<file path="src/rtl/gpio_proto_pkg.sv">
// rtl/gpio_proto_pkg.sv - GPO/GPI command protocol constants and FSM encodings
// Contents: opcode values, command-word field positions, main and issuer state types.
package gpio_proto_pkg;

    localparam int OPC_MSB     = 31;
    localparam int OPC_LSB     = 24;
    localparam int STB_BIT     = 23;
    localparam int PAYLOAD_MSB = 22;

    localparam logic [7:0] OP_RUN_LOG  = 8'h05;
    localparam logic [7:0] OP_STATUS   = 8'h0A;
    localparam logic [7:0] OP_ADDR_LOG = 8'h07;

    typedef enum logic [2:0] {
        ST_IDLE,
        ST_RUN,
        ST_POLL,
        ST_READ,
        ST_OUT
    } main_state_t;

    typedef enum logic [1:0] {
        CS_IDLE,
        CS_SETUP,
        CS_STB,
        CS_WAIT
    } cmd_state_t;

endpackage

</file>
<file path="src/rtl/gpio_cmd_issuer.sv">
// rtl/gpio_cmd_issuer.sv - one GPO command transaction: SETUP, STB, WAIT, then sample GPI
// Ports: clk, i_rst (sync, active-high), i_req (start a transaction, accepted when o_idle),
//        i_opcode/i_payload (command fields), i_gpi (response bus),
//        o_gpo (command bus), o_rsp/o_rsp_valid (captured response, 1-cycle pulse), o_idle.
module gpio_cmd_issuer
    import gpio_proto_pkg::*;
#(
    parameter int NB_GPIOS   = 32,
    parameter int STB_CYCLES = 2,
    parameter int RSP_WAIT   = 4
) (
    input  logic                   clk,
    input  logic                   i_rst,
    input  logic                   i_req,
    input  logic [7:0]             i_opcode,
    input  logic [PAYLOAD_MSB:0]   i_payload,
    input  logic [NB_GPIOS-1:0]    i_gpi,
    output logic [NB_GPIOS-1:0]    o_gpo,
    output logic [NB_GPIOS-1:0]    o_rsp,
    output logic                   o_rsp_valid,
    output logic                   o_idle
);

    localparam int CNT_MAX = (STB_CYCLES > RSP_WAIT) ? STB_CYCLES : RSP_WAIT;
    localparam int CW      = $clog2(CNT_MAX + 1);

    cmd_state_t      state;
    logic [CW-1:0]   cnt;

    assign o_idle = (state == CS_IDLE);

    always_ff @(posedge clk) begin
        if (i_rst) begin
            state       <= CS_IDLE;
            cnt         <= '0;
            o_gpo       <= '0;
            o_rsp       <= '0;
            o_rsp_valid <= 1'b0;
        end else begin
            o_rsp_valid <= 1'b0;
            case (state)
                CS_IDLE: begin
                    if (i_req) begin
                        o_gpo <= NB_GPIOS'({i_opcode, 1'b0, i_payload});
                        cnt   <= '0;
                        state <= CS_SETUP;
                    end
                end
                CS_SETUP: begin
                    o_gpo[STB_BIT] <= 1'b1;
                    cnt            <= '0;
                    state          <= CS_STB;
                end
                CS_STB: begin
                    if (cnt == CW'(STB_CYCLES - 1)) begin
                        o_gpo[STB_BIT] <= 1'b0;
                        cnt            <= '0;
                        state          <= CS_WAIT;
                    end else begin
                        cnt <= cnt + 1'b1;
                    end
                end
                CS_WAIT: begin
                    // Capture on the edge that ends the last WAIT cycle; the bus
                    // is released on that same edge.
                    if (cnt == CW'(RSP_WAIT - 1)) begin
                        o_rsp       <= i_gpi;
                        o_rsp_valid <= 1'b1;
                        o_gpo       <= '0;
                        cnt         <= '0;
                        state       <= CS_IDLE;
                    end else begin
                        cnt <= cnt + 1'b1;
                    end
                end
                default: state <= CS_IDLE;
            endcase
        end
    end

endmodule

</file>
<file path="src/rtl/gpio_log_reader.sv">
// rtl/gpio_log_reader.sv - arms the memory logger, polls for full, streams every log word out
// Ports: clk, i_rst (sync, active-high), i_start, i_abort, i_gpi (register-file response),
//        i_ready (downstream ready), o_gpo (command bus), o_data/o_valid/o_last (word stream),
//        o_busy, o_done (completion pulse), o_error (sticky poll timeout).
module gpio_log_reader
    import gpio_proto_pkg::*;
#(
    parameter int NB_GPIOS        = 32,
    parameter int BRAM_ADDR_WIDTH = 15,
    parameter int LOG_DEPTH       = 32768,
    parameter int STB_CYCLES      = 2,
    parameter int RSP_WAIT        = 4,
    parameter int POLL_MAX        = 1000000
) (
    input  logic                 clk,
    input  logic                 i_rst,
    input  logic                 i_start,
    input  logic                 i_abort,
    input  logic [NB_GPIOS-1:0]  i_gpi,
    input  logic                 i_ready,
    output logic [NB_GPIOS-1:0]  o_gpo,
    output logic [NB_GPIOS-1:0]  o_data,
    output logic                 o_valid,
    output logic                 o_last,
    output logic                 o_busy,
    output logic                 o_done,
    output logic                 o_error
);

    // One extra address bit so a full 2^BRAM_ADDR_WIDTH log ends without wrapping.
    localparam logic [BRAM_ADDR_WIDTH:0] LAST_ADDR = (BRAM_ADDR_WIDTH + 1)'(LOG_DEPTH - 1);

    main_state_t                 state;
    logic [BRAM_ADDR_WIDTH:0]    addr;
    logic [31:0]                 poll_cnt;
    logic                        waiting;     // a command has been requested and not answered
    logic                        abort_pend;  // abort seen mid-transaction, honoured at its end
    logic                        req;
    logic [7:0]                  opcode;
    logic [PAYLOAD_MSB:0]        payload;
    logic [NB_GPIOS-1:0]         gpo_int;
    logic [NB_GPIOS-1:0]         rsp;
    logic                        rsp_valid;
    logic                        iss_idle;

    always_comb begin
        opcode  = OP_STATUS;
        payload = '0;
        case (state)
            ST_RUN:  opcode = OP_RUN_LOG;
            ST_READ: begin
                opcode                           = OP_ADDR_LOG;
                payload[BRAM_ADDR_WIDTH-1:0]     = addr[BRAM_ADDR_WIDTH-1:0];
            end
            default: opcode = OP_STATUS;
        endcase
    end

    gpio_cmd_issuer #(
        .NB_GPIOS   (NB_GPIOS),
        .STB_CYCLES (STB_CYCLES),
        .RSP_WAIT   (RSP_WAIT)
    ) u_issuer (
        .clk         (clk),
        .i_rst       (i_rst),
        .i_req       (req),
        .i_opcode    (opcode),
        .i_payload   (payload),
        .i_gpi       (i_gpi),
        .o_gpo       (gpo_int),
        .o_rsp       (rsp),
        .o_rsp_valid (rsp_valid),
        .o_idle      (iss_idle)
    );

    // Reset drops the strobe in the same cycle rather than waiting for the edge.
    assign o_gpo = i_rst ? '0 : gpo_int;

    always_ff @(posedge clk) begin
        if (i_rst) begin
            state      <= ST_IDLE;
            addr       <= '0;
            poll_cnt   <= '0;
            waiting    <= 1'b0;
            abort_pend <= 1'b0;
            req        <= 1'b0;
            o_data     <= '0;
            o_valid    <= 1'b0;
            o_last     <= 1'b0;
            o_busy     <= 1'b0;
            o_done     <= 1'b0;
            o_error    <= 1'b0;
        end else begin
            req    <= 1'b0;
            o_done <= 1'b0;
            case (state)
                ST_IDLE: begin
                    if (i_start && !i_abort) begin
                        state      <= ST_RUN;
                        o_busy     <= 1'b1;
                        o_error    <= 1'b0;
                        poll_cnt   <= '0;
                        addr       <= '0;
                        waiting    <= 1'b0;
                        abort_pend <= 1'b0;
                    end
                end
                ST_RUN, ST_POLL, ST_READ: begin
                    if (!waiting) begin
                        if (i_abort || abort_pend) begin
                            state      <= ST_IDLE;
                            o_busy     <= 1'b0;
                            abort_pend <= 1'b0;
                        end else if (iss_idle) begin
                            req     <= 1'b1;
                            waiting <= 1'b1;
                        end
                    end else if (rsp_valid) begin
                        waiting <= 1'b0;
                        if (i_abort || abort_pend) begin
                            state      <= ST_IDLE;
                            o_busy     <= 1'b0;
                            abort_pend <= 1'b0;
                        end else begin
                            case (state)
                                ST_RUN: state <= ST_POLL;
                                ST_POLL: begin
                                    if (rsp[0]) begin
                                        state <= ST_READ;
                                        addr  <= '0;
                                    end else if (poll_cnt + 32'd1 >= 32'(POLL_MAX)) begin
                                        state   <= ST_IDLE;
                                        o_busy  <= 1'b0;
                                        o_error <= 1'b1;
                                    end else begin
                                        poll_cnt <= poll_cnt + 32'd1;
                                    end
                                end
                                default: begin
                                    o_data  <= rsp;
                                    o_valid <= 1'b1;
                                    o_last  <= (addr == LAST_ADDR);
                                    state   <= ST_OUT;
                                end
                            endcase
                        end
                    end else if (i_abort) begin
                        abort_pend <= 1'b1;
                    end
                end
                ST_OUT: begin
                    if (i_abort) begin
                        o_valid <= 1'b0;
                        o_last  <= 1'b0;
                        o_busy  <= 1'b0;
                        state   <= ST_IDLE;
                    end else if (i_ready) begin
                        o_valid <= 1'b0;
                        o_last  <= 1'b0;
                        if (o_last) begin
                            state  <= ST_IDLE;
                            o_busy <= 1'b0;
                            o_done <= 1'b1;
                        end else begin
                            addr  <= addr + 1'b1;
                            state <= ST_READ;
                        end
                    end
                end
                default: begin
                    state  <= ST_IDLE;
                    o_busy <= 1'b0;
                end
            endcase
        end
    end

endmodule
</file>
<file path="config.mk">
export PLATFORM = sky130hd
export DESIGN_NAME = gpio_log_reader
export DESIGN_NICKNAME = d
export VERILOG_FILES = /design/src/rtl/gpio_proto_pkg.sv /design/src/rtl/gpio_cmd_issuer.sv /design/src/rtl/gpio_log_reader.sv
export SDC_FILE = /design/constraint.sdc
export NUM_CORES = 1
export LEC_CHECK = 0
export ABC_AREA = 1
export BUFFER_PORTS_ARGS = -buffer_cell sky130_fd_sc_hd__buf_2
export CAP_MARGIN = 0
export CORE_MARGIN = 2
export CORE_UTILIZATION = 35
export CTS_CLUSTER_DIAMETER = 50
export DETAILED_ROUTE_END_ITERATION = 7
export GPL_TIMING_DRIVEN = 0
export SYNTH_ARGS = -nofsm -noshare
export SYNTH_HDL_FRONTEND = slang
export SYNTH_SLANG_ARGS = --single-unit
</file>
<file path="constraint.sdc">
create_clock -name clk -period 2.57 [get_ports clk]
set_input_delay 0.1285 -clock clk [delete_from_list [all_inputs] [get_ports clk]]
set_output_delay 0.1285 -clock clk [all_outputs]
set_load 0.005 [all_outputs]
</file>
# Yosys cells after proc, flatten, opt, wreduce, memory -nomap -nowiden
# Index checks and enable logic that the tools add are counted.
# op_classes
n_addsub,3
magnitude_cmp,1
n_eq_ne,35
mux,91
bitwise_logic,6
n_reduce_logical,26
# ops
op,count
two-way mux 32 bit,10
two-way mux 16 bit,9
case mux 32 bit (2 select lines),1
case mux 16 bit (3 select lines),1
case mux 23 bit (2 select lines),1
two-way mux 1 bit,39
two-way mux 3 bit,12
"adder 32 x 1 -> 32 bit, second input constant",1
">= comparator 32 x 20 -> 1 bit, second input constant",1
"inequality test 2 bit, second input constant",12
AND reduction 8 bit,3
"adder 16 x 1 -> 16 bit, second input constant",1
"equality test 16 x 15 -> 1 bit, second input constant",1
case mux 8 bit (2 select lines),1
two-way mux 15 bit,1
"inequality test 4 bit, second input constant",3
case mux 3 bit (4 select lines),1
case mux 1 bit (2 select lines),5
AND reduction 10 bit,1
AND reduction 5 bit,2
"equality test 3 x 2 -> 1 bit, second input constant",3
"inequality test 3 bit, second input constant",3
case mux 3 bit (3 select lines),1
AND reduction 3 bit,3
28 further kinds,46
# word_totals
ff_bits,161
input_bits,37
wordCells,180

# Depth between registers and ports, before layout
# logic_depth
ltp_word,9
mapped_depth,19
depth_no_buf,18

# Cells and area by module
# Synthesis repeated with hierarchy kept, for this count alone.
# unflattened
hier_cells,1214
area_unflattened_um2,8257.9
# by_module_without_submodules
mod,n_inst,cells_each,area_each_um2,seq_area_each_um2
gpio_log_reader,1,798,5154.9,1821.7
gpio_cmd_issuer,1,416,3103.0,1401.3

# Least setup slack after synthesis
# Ideal clock, no wire load.
# synth_timing
kind,flip-flop to flip-flop
startpoint,reg poll_cnt[0]
endpoint,reg poll_cnt[9]
setup_time_ps,115
t_arrival_ps,2117
required_time_ps,2455
path_slack_ps,338
path_stages_with_launch,18
n_path_buf,2
path_cell_list,dfxtp_1 > ha_1 > nand2_1 > nor2_2 > nand2_1 > nor2_4 > nand2_1 > xor2_1 > nor2_1 > nand2_1 > nor2_2 > nand3_2 > nand2_2 > buf_6 > buf_6 > nand3_1 > nand2_1 > nor2_1
# synth_via
elab_chain_cells,8
# synth_rtl
item,line_no,rtl
start: declaration,gpio_log_reader.sv:35,logic [31:0] poll_cnt;
start signal: assignment,gpio_log_reader.sv:136,poll_cnt <= poll_cnt + 32'd1;
adder 32 x 1 -> 32 bit *,"gpio_log_reader.sv:131, gpio_log_reader.sv:136",
branches (longest 7 deep; another with >= comparator 32 x 20 -> 1 bit),n/a,
# Every way passes the cells marked *. The select of a mux whose other input is x is not followed.
# A chain may end at the register's enable or synchronous reset.

# Worst setup path after layout
# layout_timing
startpoint,reg poll_cnt[0]
endpoint,reg poll_cnt[31]
# The elaborated chain is that of the path after synthesis.

==> impl_metrics.env <==
export IMPL_die_w_um=146
export IMPL_clockBufferDepth=2
export IMPL_gp_congestion=0.873
export IMPL_dp_cells=1403
export IMPL_vias=6852
export IMPL_min_path_cells=3
export IMPL_grt_pass1_wl_um=30900
export IMPL_grt_pass1_vias=6478
export IMPL_grt_max_degree=18
export IMPL_r2r_start="poll_cnt[0]$_SDFFE_PP0P_"
export IMPL_die_h_um=146
export IMPL_grt_overflow_total=0
export IMPL_yosys_warnings=0
export IMPL_cp_arrival_ns=2.69
export IMPL_worstMarginPinSlew_ns=0.787
export IMPL_rsz0062_at_grt="yes"
export IMPL_clk_pin_slew_worst_paths_ns=0.06
export IMPL_period_share_pct=93.8
export IMPL_placed_area_um2=7900
export IMPL_crit_chain="ha_4, nand2_2, nor2_4, nand2_2, nor2_4, nand2_1, xor2_1, nor2_1, nand2_1, nor2_4, nand2_1, nand2_1, nand3_4, inv_2, buf_8, nor3_2"
export IMPL_ys_seq_area_share_pct=42.0
export IMPL_final_cells=1474
export IMPL_power_leakage_nw=3.81
export IMPL_synth_top_cell_by_area="dfxtp_1"
export IMPL_grt_usage_pct=17.6
export IMPL_worstSetupPathType="reg -> reg"
export IMPL_start_util_pct=35.9
export IMPL_portBuffers=92
export IMPL_htreeDepth=4
export IMPL_yosysTopAreaCellShare_pct=42.0
export IMPL_hold_viol=0
export IMPL_wl_per_cell_um=12.6
export IMPL_crit_start="poll_cnt[0]$_SDFFE_PP0P_"
export IMPL_critPathRequiredTime_ns=2.85
export IMPL_end_kind="flop"
export IMPL_area_growth_pct=27.6
export IMPL_max_cap_violations=0
export IMPL_avgSynthCellArea_um2=6.82
export IMPL_drtPass1Iterations=5
export IMPL_holdPathEnd="o_done$_SDFF_PP0_"
export IMPL_crit_path_top_delay_cell="dfxtp_4"
export IMPL_antenna_found_initial=0
export IMPL_fin_skew_ns=0.0134
export IMPL_critPathMostFrequentCell="nand2_1"
export IMPL_min_path_type="in -> reg"
export IMPL_fin_crit_ns=2.41
export IMPL_r2r_cells=16
export IMPL_die_area_um2=21300
export IMPL_antenna_cells=0
export IMPL_finalWirelength_um=18600
export IMPL_drt_iter0_markers=370
export IMPL_hp_start="i_ready"
export IMPL_cpPeakStageDelay_ns=0.37
export IMPL_drc=0
export IMPL_row_count=51
export IMPL_clock_sinks=148
export IMPL_relSlewSlack_pct=47.5
export IMPL_yosys_register_bits=148
export IMPL_synth_cell_types=40
export IMPL_clk_latency_ns=0.44
export IMPL_max_freq_mhz=415
export IMPL_critPathLaunchType="flop"
export IMPL_outcome="finished clean"
export IMPL_syn_instance_count=1035
export IMPL_final_cell_mix="nor2_1, nand2_1, dfxtp_1, buf_2, o21ai_0"
export IMPL_final_cell_area_um2=9010
export IMPL_cts_tree="done"
export IMPL_drive_gt1_share_pct=18.9
export IMPL_drv_slew=0
export IMPL_crit_fanout=10
export IMPL_synthesis_area_um2=7060
export IMPL_postRouteAntennaNets=0
export IMPL_coreArea_um2=19700
export IMPL_pin_count=106
export IMPL_nNetsFinal=1244
export IMPL_via_per_inst=4.65
export IMPL_rr_endpoint="poll_cnt[31]$_SDFFE_PP0P_"
export IMPL_root_buffer="clkbuf_16"
export IMPL_powerDensity_nw_per_um2=897
export IMPL_dp_hpwl_um=13500
export IMPL_numCtsBuffers=17
export IMPL_post_synth_main_area_contributors="dfxtp_1, nor2_1, nand2_1"
export IMPL_ir_drop_mv=0.658
export IMPL_final_common_cell="nor2_1"
export IMPL_r2r_slack_ns=0.16
export IMPL_finalSetupViolCount=0
==> synth_stat cells (all sizes together) <==
| library cell | number |
|---|---|
| xor2 | 7 |
| clkinv | 2 |
| a32o | 1 |
| buf | 27 |
| nand3 | 56 |
| ha | 11 |
| nand4 | 12 |
| inv | 92 |
| and2 | 1 |
| and3 | 1 |
| a2111oi | 1 |
| a221oi | 1 |
| dfxtp | 148 |
| or2 | 3 |
| nand3b | 1 |
| nor4 | 3 |
| a22oi | 1 |
| o21ai | 99 |
| nor2 | 256 |
| o211ai | 1 |
| a21oi | 52 |
| a211oi | 3 |
| clkbuf | 26 |
| conb | 1 |
| nand2 | 198 |
| xnor2 | 4 |
| o31ai | 1 |
| nor3 | 25 |
| o21a | 1 |
==> kinds of logic after synthesis <==
group,count (synthesis),share of synthesized area (%)
AO/OA/AOI/OAI,161,11.9
flip-flops,148,42.0
buffers and inverters,147,9.05
AND/OR/NAND/NOR,556,33.7
adder cells (fa/ha/maj),11,1.95
XOR/XNOR,11,1.36
other,1,0.0531
==> area by class of cell <==
cell class              instances  area (um^2)
fillers                      2067        10600
multi-input cells             751         3620
flip-flops and latches        148         2990
repair buffers                131          831
clock buffers                  17          425
inverters                      94          357
well taps                     265          332
plain buffers                  53          292
clock inverters                15          160
==> metrics by stage <==
stage | total power [mW] | setup slack [ns] | hold WS (ns) | TNS (ns) | utilization, %
finish | 8.08 | 0.159 | 0.0182 | 0 | 45.8
global route | 8.68 | -0.0553 | 0.0111 | -0.136 | 45.8
CTS | 7.98 | 0.0148 | 0.000217 | 0 | 44.9
detailed placement | 5.48 | -0.161 | 0.387 | -2.68 | 40.2
global placement | 5.46 | -0.138 | 0.378 | -2.31 | 40.2
floorplan | 4.77 | 0.338 | 0.280 | 0 | -
==> how the worst max path moves through the flow <==
| stage | end | slack [ns] | cells past startpoint |
|---|---|---|---|
| 3_3_place_gp | poll_cnt[31]$_SDFFE_PP0P_ | -0.14 | 16 |
| 6_report | poll_cnt[31]$_SDFFE_PP0P_ | 0.16 | 16 |
| 5_1_grt | poll_cnt[16]$_SDFFE_PP0P_ | -0.06 | 15 |
| 2_1_floorplan | poll_cnt[9]$_SDFFE_PP0P_ | 0.34 | 17 |
| 4_1_cts | poll_cnt[31]$_SDFFE_PP0P_ | 0.01 | 16 |
| 3_5_place_dp | poll_cnt[30]$_SDFFE_PP0P_ | -0.16 | 16 |
==> sequential cells by signal, indices dropped and copies added (netlist names), 2 cells and up <==
name / flops
poll_cnt: 32
u_issuer.o_rsp: 32
addr: 16
u_issuer.o_gpo: 19
u_issuer.cnt: 3
u_issuer.state: 2
o_data: 32
state: 3
==> what timing repair did <==
action,in CTS,in global routing
gates cloned,0,0
hold endpoints to repair,31,0
pin swaps,1,7
resized for setup,6,44
setup buffers,1,7
setup endpoints to repair,33,52
hold buffers,31,0
==> critical path: cells and delay by family (launching register included) <==
family / cells / cell delay, ns
xor gates and xnor gates: 1 / 0.14
adders and majority gates: 1 / 0.17
buffers and inverters: 2 / 0.25
DFF: 1 / 0.37
and+or+nand+nor: 12 / 1.31
==> per-layer routing <==
layer,vias up,track usage [%],part of all wire (%)
met2,125,29.9,48
met1,3097,22.2,47
met3,15,4.03,4.4
met5,-,0,0
met4,0,5.87,1.1
li1,3615,-,-
==> where the power goes <==
part | switching (mW) | leakage, nW | internal, mW
Sequential | 0.318 | 1.20 | 2.65
Combinational | 1.70 | 2.33 | 0.989
Clock | 1.13 | 0.283 | 1.30
Total | 3.15 | 3.81 | 4.93
(Power assumes the default switching activity.)
